**config.mk**
```make
export PLATFORM = sky130hd
export DESIGN_NAME = rom_read_arbiter
export DESIGN_NICKNAME = d
export VERILOG_FILES = /design/src/rtl/rom_read_arbiter.sv
export SDC_FILE = /design/constraint.sdc
export NUM_CORES = 1
export LEC_CHECK = 0
export BUFFER_PORTS_ARGS = -buffer_cell sky130_fd_sc_hd__clkbuf_2
export CAP_MARGIN = 40
export CORE_AREA = 2 2 68 70
export CTS_CLUSTER_SIZE = 40
export DETAILED_ROUTE_END_ITERATION = 16
export DIE_AREA = 0 0 70 72
export HOLD_SLACK_MARGIN = 0.12
export PLACE_DENSITY = 0.68
export SETUP_SLACK_MARGIN = 0.4
export SYNTH_ARGS = -nofsm -noshare
export SYNTH_HDL_FRONTEND = slang
export SYNTH_SLANG_ARGS = --single-unit
export TNS_END_PERCENT = 5
```
**constraint.sdc**
```tcl
create_clock -name clk -period 2.6 [get_ports clk]
set_clock_uncertainty 0.1 [all_clocks]
set_input_delay 0.52 -clock clk [delete_from_list [all_inputs] [get_ports clk]]
set_output_delay 0.52 -clock clk [all_outputs]
set_load 0.01 [all_outputs]
```
**src/rtl/rom_read_arbiter.sv**
```systemverilog
// rom_read_arbiter: round-robin sharing of one registered ROM read port
// among NREQ requesters, with a single outstanding response, hold on
// backpressure and per-requester flush of the pending response.
module rom_read_arbiter #(
  parameter int WIDTH = 32,
  parameter int NREQ  = 2
) (
  input  logic                     clk,
  input  logic                     rst_n,
  input  logic [NREQ-1:0]          req_valid,
  input  logic [NREQ*WIDTH-1:0]    req_addr,
  output logic [NREQ-1:0]          req_ready,
  input  logic [NREQ-1:0]          req_flush,
  output logic                     rsp_valid,
  output logic [$clog2(NREQ)-1:0]  rsp_id,
  output logic [WIDTH-1:0]         rsp_data,
  output logic                     rsp_err,
  input  logic                     rsp_ready,
  output logic                     mem_en,
  output logic                     mem_flush,
  output logic [WIDTH-1:0]         mem_addr,
  input  logic [WIDTH-1:0]         mem_rd
);

  localparam int IDW = $clog2(NREQ);

  typedef enum logic [1:0] {
    IDLE,
    RESP,
    HOLD
  } state_t;

  state_t           state_q, state_d;
  logic [IDW-1:0]   rr_ptr_q, rr_ptr_d;
  logic [IDW-1:0]   pend_id_q, pend_id_d;
  logic             pend_err_q, pend_err_d;

  logic [NREQ-1:0]  eligible;
  logic             busy;
  logic             pend_flushed;
  logic             pend_live;
  logic             can_grant;
  logic             gnt_found;
  logic             gnt;
  logic [IDW-1:0]   gnt_idx;
  logic [IDW-1:0]   cand;
  logic [WIDTH-1:0] sel_addr;

  // State, round-robin pointer and pending-response tag registers
  always_ff @(posedge clk or negedge rst_n) begin
    if (!rst_n) begin
      state_q    <= IDLE;
      rr_ptr_q   <= IDW'(NREQ - 1);
      pend_id_q  <= '0;
      pend_err_q <= 1'b0;
    end else begin
      state_q    <= state_d;
      rr_ptr_q   <= rr_ptr_d;
      pend_id_q  <= pend_id_d;
      pend_err_q <= pend_err_d;
    end
  end

  // Arbitration, response presentation and next-state selection
  always_comb begin
    state_d    = state_q;
    rr_ptr_d   = rr_ptr_q;
    pend_id_d  = pend_id_q;
    pend_err_d = pend_err_q;
    req_ready  = '0;
    mem_en     = 1'b0;
    mem_addr   = '0;
    cand       = '0;
    gnt_found  = 1'b0;
    gnt_idx    = '0;

    eligible     = req_valid & ~req_flush;
    busy         = (state_q != IDLE);
    pend_flushed = busy && req_flush[pend_id_q];
    pend_live    = busy && !pend_flushed;
    can_grant    = rst_n && (!busy || rsp_ready || pend_flushed);

    // Walk downward so the nearest index after rr_ptr wins
    for (int k = NREQ; k >= 1; k--) begin
      cand = IDW'((int'(rr_ptr_q) + k) % NREQ);
      if (eligible[cand]) begin
        gnt_found = 1'b1;
        gnt_idx   = cand;
      end
    end
    gnt      = can_grant && gnt_found;
    sel_addr = req_addr[gnt_idx*WIDTH +: WIDTH];

    rsp_valid = pend_live;
    rsp_id    = pend_id_q;
    rsp_err   = pend_live && pend_err_q;
    rsp_data  = pend_live ? mem_rd : '0;
    mem_flush = pend_flushed;

    if (gnt) begin
      req_ready  = NREQ'(1) << gnt_idx;
      mem_en     = 1'b1;
      mem_addr   = {sel_addr[WIDTH-1:2], 2'b00};
      pend_id_d  = gnt_idx;
      pend_err_d = (sel_addr[1:0] != 2'b00);
      rr_ptr_d   = gnt_idx;
      state_d    = RESP;
    end else if (pend_live && !rsp_ready) begin
      state_d = HOLD;
    end else begin
      state_d = IDLE;
    end
  end

endmodule

```
Word level (Yosys, flattened, before mapping):

Index checks and enable logic that the tools add are counted.

* register bits: 5
* input bits: 103
* output and inout bits: 71
* word-level logic and storage cells: 42

* $add $sub $neg: 2
* magnitude comparators: 3
* shift operators: 2
* multiplexer cells: 16
* bitwise operators: 2
* reduce and logical (&&, ||, !) cells: 13

Operators by type and width (number)
* $mux 32: 2
* $shiftx 64x7->32: 1
* $mux 1: 11
* $logic_and 1x1->1: 6
* $lt 1x2->1 const B: 3
* $mux 2: 3
* $reduce_bool 2->1: 2
* $logic_not 1->1: 3
* $add 1x1->1 const B: 2
* $and 2x2->2: 1
* $logic_or 1x1->1: 2
* $not 2->2: 1
* $shl 1x1->2 const A: 1

Depth between registers and ports, before layout:

* word-level depth: 8
* mapped depth: 5
* depth with buffers taken out: 4

Worst setup path after synthesis:

No wires, ideal clock.

* path type: input-to-output
* start: input req_valid[0]
* end: output mem_addr[22]
* arrival time: 1470 ps
* data required time: 1980 ps
* slack: 510 ps
* stages on the path: 5
* cells stage by stage: nor2b_1 a21o_1 buf_1 nand2_1 a21oi_1

* cells in the longest elaborated chain, start to end: 7
* elaborated cells between the ends (all ways): 12
* those cells by class: shift (1); mux (9); bitwise (1); reduce/logical (1)

RTL lines
* from (decl): line 10 `input logic [NREQ-1:0] req_valid,`
* $and 2x2->2 (*): line 77 `eligible = req_valid & ~req_flush;`
* $mux 1 (implied by the code) (2 in series): line 86 `if (eligible[cand]) begin`
* $mux 1 (2 in series): line 86
* $shiftx 64x7->32 / $logic_and 1x1->1 (equally long branches): line 92, 91
* $mux 32 (*): line 100 `if (gnt) begin`
* to (decl): line 21 `output logic [WIDTH-1:0] mem_addr,`

Mark *: on every way between the ends. The rest lies on a longest branch, timed or not. The select of a mux whose other input is x is not followed.

Final worst setup path:

* start: register pend_id_q, in the netlist rsp_id
* end: output mem_en

* cells in the longest elaborated chain, start to end: 7

RTL lines
* from (decl): line 35 `logic [IDW-1:0] pend_id_q, pend_id_d;`
* from (signal assigned): line 59 `pend_id_q <= pend_id_d;`
* $mux 1 (implied by the code) (2 in series): line 79 `pend_flushed = busy && req_flush[pend_id_q];`
* $logic_and 1x1->1: line 79
* $logic_or 1x1->1: line 81 `can_grant = rst_n && (!busy || rsp_ready || pend_flushed);`
* $logic_and 1x1->1: line 81
* $logic_and 1x1->1: line 91 `gnt = can_grant && gnt_found;`
* $mux 1: line 100
* to (decl): line 19 `output logic mem_en,`

Every way passes these cells. The select of a mux whose other input is x is not followed.

==> run summary <==
The synthesized design spends more area on one cell type than any other, namely sky130_fd_sc_hd__nand2_1. In the final layout, the multi-input gates occupy 741 sq um. The synthesized netlist occupies a cell area of 926 sq um. The number of I/O pins was 174; the post-synthesis register bit count was 5.

The number of maximum-capacitance constraint violations is 0. Detailed routing placed a total of 2.04 mm of wire on met2. The detailed router placed 1614 vias in this run.

The slowest stage of the critical path belongs to the cell sky130_fd_sc_hd__dfrtp_1. The kind of cell with the highest combined delay along the critical path is flip-flops. The number of antenna violations at the first check in global routing was 0; the detailed-router iteration count before antenna repair was 4. The final routed wire length divided by cell count works out to 10.2 um.

For the register area, the log shows 126 sq um. STA classifies the critical path startpoint as a flop. The worst hold path belongs to the class input pin to async pin. Traced cell by cell, the critical path runs through mux2i_2 -> o21ai_2 -> o211ai_4 -> buf_12 -> inv_1 -> clkbuf_2. The count of unresolved DRC violations after routing came out at 0. Largest buffer count on any clock path: 2. The via count of the first global-routing pass is 1406. Layout cell share with drive strength beyond 1: 0.557.

The sequential-to-total area share from yosys stat is 0.136. The tree is rooted in a sky130_fd_sc_hd__clkbuf_8. In this run the critical register-to-register path is launched from rsp_id.

In the final routing, the length of wire on met1 measures 1.52 mm. The routed design uses 296 um of met3 wire. The TritonCTS sink count is 5. The number of clock buffers added by TritonCTS is 3.

Timing analysis after detailed placement gives a worst setup slack of 286 ps. Sorting the synthesized cells by area gives the leading types as sky130_fd_sc_hd__nand2_1, sky130_fd_sc_hd__and2_1, sky130_fd_sc_hd__a21oi_1. Counting both buffers and inverters, the worst setup path holds a total of 3. TritonCTS built the clock tree.

The worst path meets setup with 353 ps of slack. The detail-routed via count per cell is 4.20. The die height is 72 um. The worst hold slack was 186 ps. In this run the horizontal extent of the chip is 70 um. The total grt overflow was 0; the highest clock rate was 445 MHz. Summed over all layers, the routed wires come to 3.90 mm.

The weighted congestion at the end of routability-driven global placement is 0.749. For this design the ratio of total power to cell area is 276 mW/mm^2. Fill cells in the final layout number 483. After floorplanning, the core was sized to cover 0.00426 sq mm.

Type of the setup path with the least slack: flop to output pin. The required time reported for the critical path endpoint came out at 1980 ps. The number of instances in the placed design is 379, and the cell depth of the worst setup path is 6. The top cell type's share of synthesized area is 0.243, and the clock transition at the registers of the reported paths is 40 ps. For this design the static power due to leakage is 1.22 nW. Remaining number of nets flagged by the antenna check after routing: 0. Total setup buffers inserted after CTS: 0.

Counting every instance in the synthesized netlist gives 164. The post-synthesis cell type count was 19; the depth of the most critical reg-to-reg path was 5. The worst setup path is captured at an output pin. For the finished layout, the period the worst path requires is 2250 ps. The run gives 0 as the number of antenna cells inserted. The ratio of final minimum period to clock period was 0.864; the number of slew-limit violations in the final report was 0. The first global-routing pass estimated 6.06 mm of wire. The highest metal layer carrying signal wires in the routed design is met4.

Excluding fillers, the count of instances in the completed layout stands at 384. After the last flow step, the layout net total stands at 436. The pin count of the biggest net entering global routing was 35; the mean instance size in the synthesized netlist was 5.65 sq um. The number of H-tree levels was 1. The tools report the aggregate global-route resource usage as 0.141. The run gives 0.00504 sq mm as the die area.

For this run, the number of Yosys warnings is 0. Critical path startpoint: rsp_id. The largest single stage delay on the critical path is 400 ps.

The count of final setup violators came out at 0. The number of buffer cells added on primary ports was 171; the largest vdd supply drop was 0.000249 V. For the number of hold-slack violations in the final timing report, the log shows 0. Data arrives at the worst endpoint at 1630 ps. Violation count after the first detailed-routing iteration: 51.

The logs give 24 for the number of placement rows and 220 ps for the clock insertion delay at the later pin of the skew report. The wire-length estimate of the detail-placed layout is 3.23 mm. The area added between synthesis and finish came out at 109%.

The share of the core filled with cells in the final layout was 0.453; the highest net fanout along the worst path was 24. In the final timing run, aggregate negative setup slack is 0 ps. Initial standard-cell utilization of the core: 0.217. Setup repair after global routing could not meet its margin everywhere. The flow ran to the end, and the final reports show no timing, DRC or antenna violations.
## sequential cells by signal, summed over array words and instances (netlist names)
signal,count
state_q,2
pend_err_q,1
rr_ptr_q,1
rsp_id,1
## path summary, 6_finish.rpt
| kind | endpoint | slack [ps] |
|---|---|---|
| max | mem_en | 350 |
| min | rr_ptr_q | 190 |
| max reg2reg | rsp_id | 840 |
| min reg2reg | pend_err_q | 390 |
| max in group asynchronous | pend_err_q | 1570 |
| min in group clk | pend_err_q | 390 |
## worst reg2reg max path: cells and delay by family (launching register included)
| family | cells | cell delay (ps) |
|---|---|---|
| flops | 1 | 400 |
| mux | 2 | 600 |
| buf+inv | 1 | 190 |
| compound gates | 2 | 340 |
## per-stage QoR
step	total power (W)	cell area, sq um
after global placement	0.000378	1850
after floorplan	0.000233	930
after CTS	0.000542	1930
after global routing	0.000577	1930
after detailed placement	0.000383	1850
final	0.000533	1930
## Yosys cell counts, drive strengths merged
master / count
and2: 33
o211ai: 1
nor2b: 1
mux2i: 2
dfstp: 1
o21ai: 1
inv: 2
nand2: 60
a21o: 1
buf: 12
nand2b: 2
dfrtp: 4
a21oi: 31
nor2: 7
clkbuf: 2
mux2: 3
conb: 1
## layout make-up
cell class / count / share of cell area
Timing Repair Buffer: 177 / 0.491
Multi-Input combinational cell: 144 / 0.383
Sequential cell: 5 / 0.0654
Tap cell: 52 / 0.0337
Clock buffer: 4 / 0.0233
Inverter: 2 / 0.00388
## what timing repair did
action / in CTS / in global routing
gates resized for setup: 8 / 0
setup endpoints to repair: 66 / 66
hold buffers: 1 / 0
gates cloned: 0 / 0
hold endpoints to repair: 4 / 0
## layout by cell type (no fill, tap or decap)
cell type / instances
sky130_fd_sc_hd__a21o_1: 1
sky130_fd_sc_hd__a21oi_1: 30
sky130_fd_sc_hd__a21oi_2: 1
sky130_fd_sc_hd__and2_1: 33
sky130_fd_sc_hd__buf_12: 3
sky130_fd_sc_hd__buf_6: 2
sky130_fd_sc_hd__clkbuf_1: 1
sky130_fd_sc_hd__clkbuf_2: 171
sky130_fd_sc_hd__clkbuf_8: 3
sky130_fd_sc_hd__conb_1: 2
sky130_fd_sc_hd__dfrtp_1: 4
sky130_fd_sc_hd__dfstp_2: 1
sky130_fd_sc_hd__dlygate4sd3_1: 1
sky130_fd_sc_hd__inv_1: 2
sky130_fd_sc_hd__mux2_1: 3
sky130_fd_sc_hd__mux2i_1: 1
sky130_fd_sc_hd__mux2i_2: 1
sky130_fd_sc_hd__nand2_1: 60
sky130_fd_sc_hd__nand2b_1: 2
sky130_fd_sc_hd__nor2_1: 7
sky130_fd_sc_hd__nor2b_2: 1
sky130_fd_sc_hd__o211ai_4: 1
sky130_fd_sc_hd__o21ai_2: 1
## cell families after synthesis
logic type / Yosys count / synth area share
AOI/OAI and AO/OA: 34 / 0.204
buffers and inverters: 16 / 0.0824
DFF: 5 / 0.136
muxes: 5 / 0.0581
other: 1 / 0.00405
and+or+nand+nor: 103 / 0.515
## per-layer routing
metal,vias up,track usage
met5,-,0
met4,0,0.0363
met3,6,0.0208
met2,71,0.274
met1,687,0.160
li1,850,-
## power by group
group / internal [W] / leakage, nW / switching, W
registers: 0.0000903 / 0.0607 / 0.00000833
logic: 0.000148 / 1.14 / 0.000141
clock network: 0.000105 / 0.0228 / 0.0000392
Power figures use the tool's default switching activity.
